`config.mk`:
```
export PLATFORM = sky130hd
export DESIGN_NAME = nand_stimulus_sequencer_flat
export DESIGN_NICKNAME = d
export VERILOG_FILES = /design/src/rtl/nand_stimulus_sequencer_pkg.sv /design/src/rtl/nand_stimulus_sequencer_if.sv /design/src/rtl/nand_stimulus_sequencer_hold_timer.sv /design/src/rtl/nand_stimulus_sequencer.sv /design/src/flat_wrapper.sv
export SDC_FILE = /design/constraint.sdc
export NUM_CORES = 1
export LEC_CHECK = 0
export ABC_AREA = 1
export BUFFER_PORTS_ARGS = -buffer_cell sky130_fd_sc_hd__buf_2
export CAP_MARGIN = 15
export CORE_MARGIN = 3
export CORE_UTILIZATION = 50
export DETAILED_ROUTE_END_ITERATION = 6
export PLACE_DENSITY = 0.71
export SYNTH_ARGS = -nofsm -noshare
export SYNTH_HDL_FRONTEND = slang
export SYNTH_SLANG_ARGS = --single-unit
```
`constraint.sdc`:
```
create_clock -name clk -period 4.3 [get_ports clk]
set_input_delay 0.215 -clock clk [delete_from_list [all_inputs] [get_ports clk]]
set_output_delay 0.215 -clock clk [all_outputs]
set_load 0.03 [all_outputs]
```
`src/rtl/nand_stimulus_sequencer_pkg.sv`:
```
// Shared types and constants for the gate-lab stimulus sequencer.
// Truth tables are indexed by vector value, A as the MSB.
package nand_stimulus_sequencer_pkg;

  typedef enum logic [1:0] {
    IDLE,
    APPLY,
    DONE
  } state_e;

  function automatic int n_vec(input int n_in);
    return 1 << n_in;
  endfunction

  localparam logic [7:0] NAND3_TT = 8'h7F;
  localparam logic [7:0] AND3_TT  = 8'h80;
  localparam logic [7:0] OR3_TT   = 8'hFE;

endpackage

```
`src/rtl/nand_stimulus_sequencer_if.sv`:
```
// Sweep handshake, stimulus vector and result bus.
// master is the sequencer, slave is the host/gate side.
interface nand_stimulus_sequencer_if #(
  parameter int N_IN = 3
);
  localparam int NV = 1 << N_IN;

  logic            start;
  logic            D_IN;
  logic [N_IN-1:0] VEC;
  logic            busy;
  logic            done;
  logic [NV-1:0]   RESULT;
  logic [NV-1:0]   MISMATCH;
  logic            PASS;

  modport master (
    input  start, D_IN,
    output VEC, busy, done,
    output RESULT, MISMATCH, PASS
  );

  modport slave (
    output start, D_IN,
    input  VEC, busy, done,
    input  RESULT, MISMATCH, PASS
  );
endinterface

```
`src/rtl/nand_stimulus_sequencer_hold_timer.sv`:
```
// Modulo-HOLD_CYCLES counter; tc marks the last
// cycle of each hold window while enabled.
module nand_stimulus_sequencer_hold_timer #(
  parameter int HOLD_CYCLES = 4
) (
  input  logic clk,
  input  logic rst,
  input  logic en,
  input  logic clr,
  output logic tc
);
  localparam int CW =
    (HOLD_CYCLES > 1) ? $clog2(HOLD_CYCLES) : 1;
  localparam logic [CW-1:0] LAST = CW'(HOLD_CYCLES - 1);

  logic [CW-1:0] cnt_q;
  logic [CW-1:0] cnt_d;

  // terminal count and next count, wrapping at LAST
  always_comb begin
    cnt_d = cnt_q;
    tc    = en && (cnt_q == LAST);
    if (clr)     cnt_d = '0;
    else if (tc) cnt_d = '0;
    else if (en) cnt_d = cnt_q + CW'(1);
  end

  // counter register
  always_ff @(posedge clk) begin
    if (rst) cnt_q <= '0;
    else     cnt_q <= cnt_d;
  end
endmodule

```
`src/rtl/nand_stimulus_sequencer.sv`:
```
// Exhaustive stimulus sweep for a small combinational gate:
// applies every vector, samples the output, grades it.
module nand_stimulus_sequencer
  import nand_stimulus_sequencer_pkg::*;
#(
  parameter int N_IN = 3,
  parameter int HOLD_CYCLES = 4,
  parameter logic [n_vec(N_IN)-1:0] EXPECTED = NAND3_TT
) (
  input logic clk,
  input logic rst,
  nand_stimulus_sequencer_if.master bus
);
  localparam int NV = n_vec(N_IN);
  localparam logic [N_IN-1:0] LAST_VEC = N_IN'(NV - 1);

  state_e          state_q, state_d;
  logic [N_IN-1:0] vec_q, vec_d;
  logic [NV-1:0]   result_q, result_d;
  logic [NV-1:0]   mismatch_q, mismatch_d;
  logic            pass_q, pass_d;
  logic            busy_q, busy_d;
  logic            done_q, done_d;
  logic            tmr_en, tmr_clr, tmr_tc;

  nand_stimulus_sequencer_hold_timer #(
    .HOLD_CYCLES(HOLD_CYCLES)
  ) u_hold_timer (
    .clk(clk),
    .rst(rst),
    .en (tmr_en),
    .clr(tmr_clr),
    .tc (tmr_tc)
  );

  // sweep FSM, result map and grading
  always_comb begin
    state_d    = state_q;
    vec_d      = vec_q;
    result_d   = result_q;
    mismatch_d = mismatch_q;
    pass_d     = pass_q;
    busy_d     = busy_q;
    done_d     = 1'b0;
    tmr_en     = 1'b0;
    tmr_clr    = 1'b0;
    unique case (state_q)
      IDLE: begin
        if (bus.start) begin
          state_d    = APPLY;
          vec_d      = '0;
          result_d   = '0;
          mismatch_d = '0;
          pass_d     = 1'b0;
          busy_d     = 1'b1;
          tmr_clr    = 1'b1;
        end
      end
      APPLY: begin
        tmr_en = 1'b1;
        if (tmr_tc) begin
          result_d[vec_q] = bus.D_IN;
          if (vec_q == LAST_VEC) state_d = DONE;
          else vec_d = vec_q + N_IN'(1);
        end
      end
      DONE: begin
        done_d     = 1'b1;
        busy_d     = 1'b0;
        mismatch_d = result_q ^ EXPECTED;
        pass_d     = (result_q == EXPECTED);
        vec_d      = '0;
        state_d    = IDLE;
      end
      default: state_d = IDLE;
    endcase
  end

  // state and output registers
  always_ff @(posedge clk) begin
    if (rst) begin
      state_q    <= IDLE;
      vec_q      <= '0;
      result_q   <= '0;
      mismatch_q <= '0;
      pass_q     <= 1'b0;
      busy_q     <= 1'b0;
      done_q     <= 1'b0;
    end else begin
      state_q    <= state_d;
      vec_q      <= vec_d;
      result_q   <= result_d;
      mismatch_q <= mismatch_d;
      pass_q     <= pass_d;
      busy_q     <= busy_d;
      done_q     <= done_d;
    end
  end

  assign bus.VEC      = vec_q;
  assign bus.busy     = busy_q;
  assign bus.done     = done_q;
  assign bus.RESULT   = result_q;
  assign bus.MISMATCH = mismatch_q;
  assign bus.PASS     = pass_q;
endmodule
```
`src/flat_wrapper.sv`:
```
// flat-port wrapper written by rule: the top's interface ports become plain ports
module nand_stimulus_sequencer_flat import nand_stimulus_sequencer_pkg::*;
#(
  parameter int N_IN = 3,
  parameter int HOLD_CYCLES = 4,
  parameter logic [n_vec(N_IN)-1:0] EXPECTED = NAND3_TT
)
  (clk, rst, bus_start, bus_D_IN, bus_VEC, bus_busy, bus_done, bus_RESULT, bus_MISMATCH, bus_PASS);
  nand_stimulus_sequencer_if #(.N_IN(N_IN)) bus_i ();
  input logic clk;
  input logic rst;
  input wire logic [$bits(bus_i.start)-1:0] bus_start;
  input wire logic [$bits(bus_i.D_IN)-1:0] bus_D_IN;
  output wire logic [$bits(bus_i.VEC)-1:0] bus_VEC;
  output wire logic [$bits(bus_i.busy)-1:0] bus_busy;
  output wire logic [$bits(bus_i.done)-1:0] bus_done;
  output wire logic [$bits(bus_i.RESULT)-1:0] bus_RESULT;
  output wire logic [$bits(bus_i.MISMATCH)-1:0] bus_MISMATCH;
  output wire logic [$bits(bus_i.PASS)-1:0] bus_PASS;
  assign bus_i.start = bus_start;
  assign bus_i.D_IN = bus_D_IN;
  assign bus_VEC = bus_i.VEC;
  assign bus_busy = bus_i.busy;
  assign bus_done = bus_i.done;
  assign bus_RESULT = bus_i.RESULT;
  assign bus_MISMATCH = bus_i.MISMATCH;
  assign bus_PASS = bus_i.PASS;
  nand_stimulus_sequencer #(.N_IN(N_IN), .HOLD_CYCLES(HOLD_CYCLES), .EXPECTED(EXPECTED)) u_core (.clk(clk), .rst(rst), .bus(bus_i));
endmodule
```
Word level (Yosys, flattened, before mapping)
Cells that the tools add are included.
Cells by class
  add/subtract/negate cells: 2
  order comparisons: 2
  eq/ne operators: 9
  mux-type cells: 23
  bitwise logic cells: 1
  reduce and logical (&&, ||, !) cells: 11
Operators by type and width (count)
  one-hot mux 8 bit (2 select lines): 2
  two-way mux 8 bit: 2
  two-way mux 3 bit: 3
  one-hot mux 3 bit (3 select lines): 1
  bitwise mux 8 bit: 1
  == test 8 x 7 -> 1 bit (second input constant): 1
  two-way mux 1 bit: 7
  NOT 7 bit: 1
  two-way mux 2 bit: 3
  AND reduction 3 bit: 2
  == test 2 bit (second input constant): 2
  < comparator 3 x 4 -> 1 bit (second input constant): 1
  inequality test 2 x 1 -> 1 bit (second input constant): 2
  inequality test 2 bit (second input constant): 2
  one-hot mux 1 bit (2 select lines): 2
  one-hot mux 2 bit (2 select lines): 1
  AND reduction 4 bit: 1
  nonzero test 2 bit: 2
  adder 3 x 1 -> 3 bit (second input constant): 1
  demux 1 bit (select 3 bit): 1
  == test 3 bit (second input constant): 1
  >= comparator 3 x 1 -> 1 bit (second input constant): 1
  nonzero test 3 bit: 1
  OR reduction 3 bit: 1
  5 further kinds: 6
Storage, ports and cells
  register bits after elaboration: 26
  input bits: 4
  output and inout bits: 22
  logic and storage cells: 56

Logic depth before layout (Yosys ltp)
  word-level depth: 7
  depth in mapped cells: 7
  depth with buffers taken out: 7

Hierarchy
From an unflattened synthesis, not the netlist that was laid out.
Unflattened totals
  cells, all modules: 170
  area total of the unflattened synthesis: 1188.6 um2
By module, submodules not included
  nand_stimulus_sequencer: times used 1, cells an instance 151, area each 1071.0 um2, sequential area each 480.5 um2
  nand_stimulus_sequencer_hold_timer: times used 1, cells an instance 19, area each 117.6 um2, sequential area each 40.0 um2

Worst setup path after synthesis
Ideal clock, no wire load.
  path type: reg-to-reg
  start point: register u_core.vec_q[0], in the netlist u_core.bus.VEC[0]
  end point: register u_core.vec_q[0], in the netlist u_core.bus.VEC[0]
  arrival time: 1490 ps
  required time: 4236 ps
  setup slack: 2746 ps
  stages on the path, launching flop included: 8
  period minus slack after synthesis: 1554 ps
  path through: dfxtp_1 -> ha_1 -> ha_1 -> o21ai_0 -> nand3_1 -> nand2_1 -> inv_1 -> nor2_1
On the way
  longest elaborated chain between the ends: 4
Ends and longest elaborated chain
  from (decl): line nand_stimulus_sequencer.sv:18  | logic [N_IN-1:0] vec_q, vec_d;
  from (signal assigned): line nand_stimulus_sequencer.sv:91  | vec_q <= vec_d;
  adder 3 x 1 -> 3 bit: line nand_stimulus_sequencer.sv:64  | else vec_d = vec_q + N_IN'(1);
  two-way mux 3 bit: line nand_stimulus_sequencer.sv:63  | if (vec_q == LAST_VEC) state_d = DONE;
  two-way mux 3 bit: line nand_stimulus_sequencer.sv:61  | if (tmr_tc) begin
  one-hot mux 3 bit (3 select lines): line nand_stimulus_sequencer.sv:47  | unique case (state_q)
Several ways; a longest one is shown, not always the timed one. The select of a mux whose other input is x is not followed.
A chain may end at the register's enable or synchronous reset.

Final worst setup path
  start point: register u_core.vec_q[0], in the netlist u_core.bus.VEC[0]
  end point: register u_core.vec_q[2], in the netlist u_core.bus.VEC[2]
The elaborated chain is that of the path after synthesis.

==> summary.txt <==
Setup path
  – Reg-to-Reg End: u_core.bus.VEC[2]
  – Slowest CP cell: dfxtp_1
  – WP data arrival: 1.90 ns
  – CP max stage delay: 0.40 ns
  – R2R Setup Slk: 2.67 ns
  – RR Startpoint: u_core.bus.VEC[0]
  – Maximum fanout along the worst path: 7
  – Required @ worst endpoint: 4.57 ns
  – CP Class: register to register
  – Crit-path cells: ha_1, ha_1, o21ai_0, nand3_1, nand2_1, inv_1, nor2_1
  – Crit-path most repeated cell: ha_1
  – R2R depth: 7
  – Crit start category: register
  – CP top delay family: adder cells
  – Crit path capture type: register
  – Combined buffer and inverter count along the critical path: 1

STA
  – Least-Margin Pin Slew: 0.474 ns
  – Final Max Tran Viols: 0
  – Clock Skew: 0.00546 ns
  – Final hold violation count: 0
  – Final period util: 37.9%
  – Min Tclk post-route: 1.63 ns
  – Setup_tns: 0 ns
  – Final setup fails: 0
  – RSZ-0062 raised after global routing: false
  – Slew headroom: 68.4%
  – Fmax: 613 MHz

Place
  – Inst Count DP: 208
  – Gpl congestion: 0.801
  – I/O Buffers: 25
  – DP Wirelength: 1.98 mm

Pwr
  – Lkg Pwr: 0.623 nW
  – PD cells: 355 nW/um2
  – Peak VDD IR: 0.000246 V

Clock network
  – Post-CTS setup buffers: 0
  – Clock Path Buffers: 2
  – Clock buffer count from CTS: 3
  – CTS HTree Levels: 1
  – Quantity of hold-fixing buffers added after cts: 0
  – CTS clk-pin slew, worst paths: 0.15 ns
  – Root Driver: clkbuf_4
  – Clock Latency Late Sink: 0.32 ns
  – Post_cts resized: 0
  – CTS tree: yes
  – CTS sink cnt: 26

Floorplan
  – Placement Rows: 16
  – # IOs: 26
  – DIE HEIGHT: 54.3 um
  – Initial Util: 56.0%
  – Die area: 2950 um2
  – Core box area: 2080 um2
  – Die Width: 54.3 um

Layout
  – Most common cell after layout, fill and taps aside: nand2_1
  – Fill cells: 202
  – Nets: 193
  – Share of layout cells above drive strength 1: 18.4%
  – Most frequent cells in the layout: 45 x nand2_1, 26 x dfxtp_1, 25 x buf_2
  – Multi-input logic area: 577 um2
  – Seq. cell area: 520 um2
  – Area growth from synthesis to layout: 16.7%
  – N_diodes: 0
  – Final Non-Filler Cells: 212

Logic synthesis
  – Top_reg_cell synth: dfxtp_1
  – Post-synth EDFFs: 0
  – Mapped Area: 1170 um2
  – Synth Warn #: 0
  – Syn Nets: 166
  – Synth Register Bits: 26
  – Cell variety after synth: 23
  – Synth top area share: 44.6%
  – Mapped Avg Cell Area: 7.33 um2
  – Async SR Flop Fraction: 0%
  – Top cells by area, synth: dfxtp_1 45%, nand2_1 14%, nand3_1 8.2%
  – Post-synthesis sequential area ratio: 44.6%
  – Cells after Synth: 159
  – Cell taking the most area after synthesis: dfxtp_1

Hold path
  – HP Start: rst
  – Hold crit path type: input port to register
  – Hold Path Sink: u_core.bus.MISMATCH[7]
  – WHS Path Cells: 2

Route
  – DRC: 0
  – Router iterations before antenna repair: 4
  – Initial drt markers: 19
  – Drt total wl: 2.65 mm
  – Vias per cell: 5.29
  – Post-DRT Antenna Nets: 0
  – Vias after detailed routing: 1121
  – Wire length per cell: 12.5 um

GRT
  – Initial antenna violation count: 0
  – M2 GR Usage: 37.8%
  – Largest net degree at the start of global routing: 18
  – Met3 Usage GRT: 2.72%
  – Gr ovfl total: 0
  – Met1 usage: 25.2%
  – Global route hottest layer: met2
  – First-pass GRT wire length: 4.51 mm
  – Vias in the first global route: 1034
  – GRT Overall Usage: 20.9%

Run
  – Max-cap violation count: 0

Status
  – Outcome: finished clean
==> worst max path at each step <==
stage                     cells past startpoint                 to         startpoint
after CTS                                     7  u_core.bus.VEC[2]  u_core.bus.VEC[0]
after floorplan                               7  u_core.bus.VEC[0]  u_core.bus.VEC[0]
after global placement                        7  u_core.bus.VEC[1]  u_core.bus.VEC[0]
after global routing                          7  u_core.bus.VEC[1]  u_core.bus.VEC[0]
final                                         7  u_core.bus.VEC[2]  u_core.bus.VEC[0]
after detailed placement                      7  u_core.bus.VEC[0]  u_core.bus.VEC[0]
==> flip-flops by register name, summed over array words and instances (netlist names) <==
name                       cells
u_core.bus.VEC                 3
u_core.u_hold_timer.cnt_q      2
u_core.bus.busy                1
u_core.state_q                 2
u_core.bus.done                1
u_core.bus.PASS                1
u_core.bus.RESULT              8
u_core.bus.MISMATCH            8
==> power by group <==
| group | switching, W | leakage (nW) | internal [W] | total, W |
|---|---|---|---|---|
| clock | 0.0000739 | 0.0279 | 0.0000942 | 0.000168 |
| sequential | 0.00000853 | 0.211 | 0.000246 | 0.000255 |
| combinational | 0.0000419 | 0.385 | 0.0000184 | 0.0000602 |
| total | 0.000124 | 0.623 | 0.000359 | 0.000483 |
==> final cells by class <==
type,instances,area share (%)
inverter,14,3.86
clock inverter,1,2.21
timing repair buffer,25,9.19
clock buffer,3,1.65
sequential,26,38.2
multi-input combinational,116,42.4
tap,27,2.48
==> through the flow <==
step / setup WS [ns] / power, W / utilization (%) / hold slack [ns] / area (um2)
after floorplan: 2.75 / 0.000305 / - / 0.424 / 1170
after global placement: 2.81 / 0.000318 / 62.9 / 0.448 / 1310
after detailed placement: 2.73 / 0.000320 / 62.9 / 0.454 / 1310
after CTS: 2.68 / 0.000485 / 65.4 / 0.261 / 1360
after global routing: 2.47 / 0.000504 / 65.4 / 0.254 / 1360
final: 2.67 / 0.000483 / 65.4 / 0.256 / 1360
==> synthesized netlist by cell type, types with 2 or more instances <==
cell      instances
a21oi_1          12
clkinv_1          2
dfxtp_1          26
ha_1              3
inv_1            11
nand2_1          45
nand2_2           2
nand3_1          19
nand4_1           3
nor2_1            8
nor3_1            2
o21ai_0           8
or2_1             8
==> cells by family (layout without fill, tap and decap cells) <==
kind of cell | after synthesis | count (layout) | synth area share (%)
and+or+nand+nor | 89 | 89 | 34.7
DFF | 26 | 26 | 44.6
AOI/OAI and AO/OA | 23 | 23 | 10.8
buffers and inverters | 17 | 43 | 5.90
adders and majority gates | 3 | 3 | 3.22
xor gates and xnor gates | 1 | 1 | 0.751
==> layer usage <==
layer  share of wire, %  up-vias
met5                  0        -
met2                 50       14
met1                 46      529
met3                3.2        2
met4               0.49        0
li1                   -      576
No activity file was read; power rests on OpenSTA's default activity.
